### src/rtl/pc_fetch_if.sv
// pc_fetch_if: fetch-control bundle between the pipeline (master) and pc_fetch_unit (slave).
// History read signals exist only when PC_HIST_EN is defined.
interface pc_fetch_if #(
  parameter int AW = 32
`ifdef PC_HIST_EN
  , parameter int HIST_DEPTH = 8
`endif
);
  logic stall, redirect, exc, halt_req, resume;
  logic [AW-1:0] redirect_tgt, pc, pc_step;
  logic fetch_vld, misalign, halted;
`ifdef PC_HIST_EN
  logic [$clog2(HIST_DEPTH)-1:0] hist_rd_idx;
  logic [AW-1:0] hist_rd_pc;
  modport master (
    output stall, redirect, redirect_tgt, exc, halt_req, resume, hist_rd_idx,
    input  pc, pc_step, fetch_vld, misalign, halted, hist_rd_pc
  );
  modport slave (
    input  stall, redirect, redirect_tgt, exc, halt_req, resume, hist_rd_idx,
    output pc, pc_step, fetch_vld, misalign, halted, hist_rd_pc
  );
`else
  modport master (
    output stall, redirect, redirect_tgt, exc, halt_req, resume,
    input  pc, pc_step, fetch_vld, misalign, halted
  );
  modport slave (
    input  stall, redirect, redirect_tgt, exc, halt_req, resume,
    output pc, pc_step, fetch_vld, misalign, halted
  );
`endif
endinterface

### src/rtl/pc_fetch_unit.sv
// pc_fetch_unit: program counter and fetch sequencing (BOOT/RUN/HALT, redirect, exception, stall).
// Define PC_HIST_EN to add a circular history of fetched PCs with a combinational read port.
module pc_fetch_unit #(
  parameter int             AW         = 32,
  parameter int             STEP       = 4,
  parameter logic [AW-1:0]  RESET_VEC  = '0,
  parameter logic [31:0]    EXC_VEC    = 32'h0000_0080,
  parameter int             ALIGN_BITS = 2
`ifdef PC_HIST_EN
  , parameter int           HIST_DEPTH = 8
`endif
) (
  input logic        clkpc,
  input logic        rstpc_n,
  pc_fetch_if.slave  f
);
  typedef enum logic [1:0] {BOOT, RUN, HALT} state_t;
  localparam logic [AW-1:0] EXC_PC = AW'(EXC_VEC);
  localparam logic [AW-1:0] AMASK  = AW'((64'd1 << ALIGN_BITS) - 64'd1);
  state_t state_q;
  logic [AW-1:0] pc_q, pc_d;
  logic mis_q, mis_d, bad_tgt, fetch;
  assign bad_tgt = |(f.redirect_tgt & AMASK);
  assign fetch = state_q == RUN && !f.stall;
  always_comb begin
    pc_d = pc_q;
    mis_d = 1'b0;
    if (state_q != BOOT) begin
      if (f.exc) pc_d = EXC_PC;
      else if (f.redirect) begin
        pc_d = bad_tgt ? EXC_PC : f.redirect_tgt;
        mis_d = bad_tgt;
      end else if (fetch) pc_d = pc_q + AW'(STEP);
    end
  end
  // halt_req only changes the state; the PC still advances on that edge
  always_ff @(posedge clkpc or negedge rstpc_n)
    if (!rstpc_n) begin
      state_q <= BOOT;
      pc_q <= RESET_VEC;
      mis_q <= 1'b0;
    end else begin
      pc_q <= pc_d;
      mis_q <= mis_d;
      case (state_q)
        BOOT:    state_q <= RUN;
        RUN:     state_q <= (!f.exc && f.halt_req) ? HALT : RUN;
        HALT:    state_q <= (f.exc || f.resume) ? RUN : HALT;
        default: state_q <= BOOT;
      endcase
    end
  assign f.pc = pc_q;
  assign f.pc_step = pc_q + AW'(STEP);
  assign f.fetch_vld = fetch;
  assign f.misalign = mis_q;
  assign f.halted = state_q == HALT;
`ifdef PC_HIST_EN
  localparam int HW = $clog2(HIST_DEPTH);
  logic [AW-1:0] hist_q [HIST_DEPTH];
  logic [HW-1:0] wr_ptr_q;
  always_ff @(posedge clkpc or negedge rstpc_n)
    if (!rstpc_n) begin
      wr_ptr_q <= '0;
      for (int i = 0; i < HIST_DEPTH; i++) hist_q[i] <= '0;
    end else if (fetch) begin
      hist_q[wr_ptr_q] <= pc_q;
      wr_ptr_q <= wr_ptr_q + 1'b1;
    end
  assign f.hist_rd_pc = hist_q[wr_ptr_q - HW'(1) - f.hist_rd_idx];
`endif
endmodule

### src/flat_wrapper.sv
// flat-port wrapper written by rule: the top's interface ports become plain ports
module pc_fetch_unit_flat 
#(
  parameter int             AW         = 32,
  parameter int             STEP       = 4,
  parameter logic [AW-1:0]  RESET_VEC  = '0,
  parameter logic [31:0]    EXC_VEC    = 32'h0000_0080,
  parameter int             ALIGN_BITS = 2

)
  (clkpc, rstpc_n, f_stall, f_redirect, f_redirect_tgt, f_exc, f_halt_req, f_resume, f_pc, f_pc_step, f_fetch_vld, f_misalign, f_halted);
  pc_fetch_if #(.AW(AW)) f_i ();
  input logic clkpc;
  input logic rstpc_n;
  input wire logic [$bits(f_i.stall)-1:0] f_stall;
  input wire logic [$bits(f_i.redirect)-1:0] f_redirect;
  input wire logic [$bits(f_i.redirect_tgt)-1:0] f_redirect_tgt;
  input wire logic [$bits(f_i.exc)-1:0] f_exc;
  input wire logic [$bits(f_i.halt_req)-1:0] f_halt_req;
  input wire logic [$bits(f_i.resume)-1:0] f_resume;
  output wire logic [$bits(f_i.pc)-1:0] f_pc;
  output wire logic [$bits(f_i.pc_step)-1:0] f_pc_step;
  output wire logic [$bits(f_i.fetch_vld)-1:0] f_fetch_vld;
  output wire logic [$bits(f_i.misalign)-1:0] f_misalign;
  output wire logic [$bits(f_i.halted)-1:0] f_halted;
  assign f_i.stall = f_stall;
  assign f_i.redirect = f_redirect;
  assign f_i.redirect_tgt = f_redirect_tgt;
  assign f_i.exc = f_exc;
  assign f_i.halt_req = f_halt_req;
  assign f_i.resume = f_resume;
  assign f_pc = f_i.pc;
  assign f_pc_step = f_i.pc_step;
  assign f_fetch_vld = f_i.fetch_vld;
  assign f_misalign = f_i.misalign;
  assign f_halted = f_i.halted;
  pc_fetch_unit #(.AW(AW), .STEP(STEP), .RESET_VEC(RESET_VEC), .EXC_VEC(EXC_VEC), .ALIGN_BITS(ALIGN_BITS)) u_core (.clkpc(clkpc), .rstpc_n(rstpc_n), .f(f_i));
endmodule
### config.mk
export PLATFORM = sky130hd
export DESIGN_NAME = pc_fetch_unit_flat
export DESIGN_NICKNAME = d
export VERILOG_FILES = /design/src/rtl/pc_fetch_if.sv /design/src/rtl/pc_fetch_unit.sv /design/src/flat_wrapper.sv
export SDC_FILE = /design/constraint.sdc
export NUM_CORES = 1
export LEC_CHECK = 0
export ABC_AREA = 1
export CAP_MARGIN = 30
export CORE_UTILIZATION = 30
export CTS_CLUSTER_DIAMETER = 200
export DETAILED_ROUTE_END_ITERATION = 8
export PLACE_DENSITY = 0.6
export SLEW_MARGIN = 20
export SYNTH_ARGS = -nofsm -noshare
export SYNTH_HDL_FRONTEND = slang
export SYNTH_SLANG_ARGS = --single-unit
### constraint.sdc
create_clock -name clkpc -period 3.3 [get_ports clkpc]
set_input_delay 0.66 -clock clkpc [delete_from_list [all_inputs] [get_ports clkpc]]
set_output_delay 0.66 -clock clkpc [all_outputs]
set_load 0.02 [all_outputs]
# [Word-level counts from Yosys, hierarchy flattened]
# Index checks and enable logic that the tools add are counted.
[totals] ff_bits=35 latchBits=0 mem_bits_rw=0 romBits=0 inputBits=39 output_inout_bits=67 elab_cells=26 n_memories=0
[classes] add_sub_neg=1 n_mul=0 div=0 n_lt_le_gt_ge=0 eq_ne=2 shift=0 mux=10 bitwise=0 reduce_logical=10
[op_table] op="$mux W32" n=4
[op_table] op="$add A32 B3 Y32 const B" n=1
[op_table] op="$pmux W2 S3" n=1
[op_table] op="$mux W2" n=2
[op_table] op="$mux W1" n=3
[op_table] op="$reduce_bool A3 Y1" n=1
[op_table] op="$eq A2 B1 Y1 const B" n=1
[op_table] op="$eq A2 B2 Y1 const B" n=1
[op_table] op="$logic_and A1 B1 Y1" n=2
[op_table] op="$logic_not A1 Y1" n=2
[op_table] op="$logic_not A2 Y1" n=1
[op_table] op="$reduce_and A2 Y1" n=1
[op_table] op="$reduce_bool A2 Y1" n=1
[op_table] op="$reduce_or A2 Y1" n=1
[op_table] op="$logic_or A1 B1 Y1" n=1

# [Longest topological paths before layout]
[logic_depth] ltp_word=5 depth_mapped=10 ltp_nobuf=10

# [Worst setup path before layout]
# No wires, ideal clock.
[synth_timing] path_type="reg2out" start="register u_core.pc_q[3] (netlist: u_core.f.pc[3])" end="output f_pc_step[26]" t_arrival_ns=1.430 path_slack_ns=1.210 stages_incl_launch_ff=8 path_buffers=0 cell_sequence="dfrtp_1 -> ha_1 -> nand2_1 -> nor2_2 -> nand2_4 -> nor2_4 -> nand3_1 -> nand2_1"
[synth_between] elab_chain_cells=1
[synth_rtl] item="start: declaration" line="pc_fetch_unit.sv:21" source="logic [AW-1:0] pc_q, pc_d;"
[synth_rtl] item="start signal: assignment" line="pc_fetch_unit.sv:43" source="pc_q <= pc_d;"
[synth_rtl] item="$add A32 B3 Y32" line="pc_fetch_unit.sv:53" source="assign f.pc_step = pc_q + AW'(STEP);"
[synth_rtl] item="end: declaration" line="flat_wrapper.sv:22" source="output wire logic [$bits(f_i.pc_step)-1:0] f_pc_step;"
# No other way between the ends.

# [Final worst setup path]
[layout_timing] start="register u_core.pc_q[3] (netlist: u_core.f.pc[3])" end="output f_pc_step[24]"
# Same word-level chain as after synthesis.

==> impl_results.md <==
- Outcome: complete, no violations
- Lkg Pwr: 0.001727 uW
- Final ANT Viol Nets: 0
- Horiz. Die Dim: 97.07 microns
- Final period utilization: 90.18%
- Reg2reg start: u_core.f.pc[3]
- First-pass GRT wire length: 15,080 microns
- Crit end category: output port
- Layout area overhead: 44.58%
- Area leader, netlist: dfrtp_1
- Clock-pin slew on the worst setup and hold paths: 80 ps
- Worst hold stages: 1
- Area contributors post-synth: dfrtp_1 (32%), nand2_1 (22%), nor2_1 (8.7%), nand3_1 (6.5%), inv_1 (6.4%)
- Syn Std Cell Area: 2711 sq um
- Non-Filler Instances: 652
- Peak fanout along the critical path: 4
- Yosys cell types: 25
- Max-cap viol count: 0
- Number of global-route vias before repair: 2,982
- R2R depth: 10
- Dpl cells: 645
- Clk_lat worst skew: 290 ps
- Grt total ovfl: 0
- # setup viols final: 0
- RSZ-0062 raised after global routing: false
- Largest net degree at the start of global routing: 47
- Slew margin rel.: 66.12%
- Worst-path cell chain: ha_1, nand2_1, inv_1, nand3_1, nor2_1, nand3_1, nand2_1, clkdlybuf4s50_1
- DR iter-0 viols: 177
- Logic pwr share: 41.2%
- Fill count: 909
- Drt drc: 0
- Crit path DAT: 2320 ps
- Root buf cell: clkbuf_8
- Die area: 9422 sq um
- Average routed wire per standard cell: 14.08 microns
- Number of port buffers: 105
- Io pins: 106
- Worst Setup SP: u_core.f.pc[3]
- Sequential cell fraction of total power: 36.7%
- TNS Setup: 0 ps
- Flip-flop and latch count after synthesis: 35
- Switch Pwr: 582.0 uW
- Initial Util: 31.09%
- Commonest non-fill, non-tap cell in the layout: nand2_1
- Post-Syn Nets: 483
- H-Tree Depth: 2
- Die Height: 97.07 microns
- Hold_buf cts: 0
- Vias per cell: 4.828
- Pwr/cell area: 381.2 nW/um^2
- F_max: 336.0 MHz
- Worst-case clock buffer depth: 2
- Post-synth top area share: 32.30%
- Via count: 3,148
- Core Rows: 34
- Clock Skew: 4.317 ps
- Clk pwr share: 22.0%
- Hold_ws: 461.3 ps
- Sw Ratio: 38.95%
- Cells after Synth: 443
- Util after Layout: 44.95%
- Slowest cell on crit path: clkdlybuf4s50_1
- Internal power: 912.1 uW
- Share of cells above drive strength 1: 5.699%
- Final net count: 584
- Initial antenna violation count: 0
- Required time of the critical path: 2640 ps
- Worst VDD drop: 0.1778 mV
- Core area: 8721 sq um
- Post-CTS sizing: 0
- HPWL Detailed: 6912 microns
- Total CTS buffers: 5
- Slew Viols, Final: 0
- Worst Hold Class: reg -> reg
- Total clock sinks: 35
- Yosys Warn Count: 0
- Highest-count cells in the layout ignoring fill and taps: nand2_1 (159), clkdlybuf4s50_1 (105), nor2_1 (63)
- GRT Total Usage: 19.78%
- GPL Wtd Cong: 0.9235
- Final Hold Viols: 0
- CTS tree: yes
- First drt pass iteration count: 5
- Max stage delay on crit path: 590 ps
- WL final: 9180 microns
- Sequential area share after synthesis: 32.30%
- Crit Path Category: reg -> out
- Worst-Margin Slew: 508.2 ps
- Ant diodes: 0
- Postcts setup bufs: 0
- Min-delay src: u_core.state_q[1]
- Post-synthesis area per instance: 6.120 sq um
- Startpoint Class: register
- Tmin final: 2976 ps
==> Yosys cell counts <==
cell type	count
nand2_1	159
nor2_1	63
inv_1	46
dfrtp_1	35
nand3_1	35
a21oi_1	25
o21ai_0	18
buf_2	10
o21ai_1	10
nor2_2	7
nand2_2	5
nor2_4	5
nand2_4	3
nand3b_1	3
xor2_1	3
a22oi_1	2
a31oi_1	2
buf_4	2
buf_6	2
o31ai_1	2
xnor2_1	2
and2_1	1
ha_1	1
inv_2	1
nor3_1	1
==> path summary, 6_finish.rpt <==
| kind | endpoint | slack (ps) |
|---|---|---|
| max in group asynchronous | u_core.f.pc[25] | 2160 |
| hold reg to reg | u_core.state_q[1] | 460 |
| setup reg to reg | u_core.f.pc[24] | 1630 |
| setup / recovery | f_pc_step[24] | 320 |
| hold / removal | u_core.state_q[1] | 460 |
| min in group asynchronous | u_core.f.pc[1] | 790 |
==> power by group through the flow <==
| stage | Sequential (uW) | Clock [uW] | Combinational (uW) |
|---|---|---|---|
| after floorplan | 593 | 0 | 272 |
| after global placement | 554 | 0 | 616 |
| after detailed placement | 555 | 0 | 618 |
| after CTS | 547 | 335 | 622 |
| after global routing | 557 | 350 | 667 |
| final | 549 | 329 | 616 |
==> per-layer routing <==
metal	track usage, %	vias to the layer above	routed length, microns
met2	31.64	99	4182
met4	5.741	0	150
met3	3.237	11	569
met1	27.41	1446	4278
met5	0	-	0
li1	-	1592	-
==> logic make-up (layout without fill, tap and decap cells) <==
kind of cell | after synthesis | after routing | share of synthesized area, %
flops | 35 | 35 | 32.30
fa+ha+maj | 1 | 1 | 0.4614
compound gates | 59 | 59 | 11.35
buf+inv | 61 | 162 | 9.737
simple gates | 282 | 282 | 44.53
xor+xnor | 5 | 5 | 1.615
==> through the flow <==
step	setup slack [ps]	area, sq um	power, uW
finish	324.1	3920	1494
global route	221.5	3920	1574
CTS	352.6	3920	1504
detailed placement	673.8	3832	1174
global placement	703.2	3832	1170
floorplan	1210	2711	864.9
==> final cells by class <==
cell class	instances	area [sq um]	share of cell area, %
Multi-Input combinational cell	347	1572	40.09
Timing Repair Buffer	108	1074	27.39
Sequential cell	35	875.8	22.34
Inverter	47	176.4	4.500
Tap cell	108	135.1	3.447
Clock buffer	6	82.58	2.107
Clock inverter	1	5.005	0.1277
==> registers in the layout, summed over array words and instances (netlist names) <==
signal and cells:
u_core.f.misalign 1, u_core.f.pc 32, u_core.state_q 2
==> critical path, delay by kind of cell, from the launching register on <==
kind          cells  cell delay, ps
simple gates      5             770
buf+inv           2             670
flops             1             400
fa+ha+maj         1             180
No activity file was read; power rests on OpenSTA's default activity.
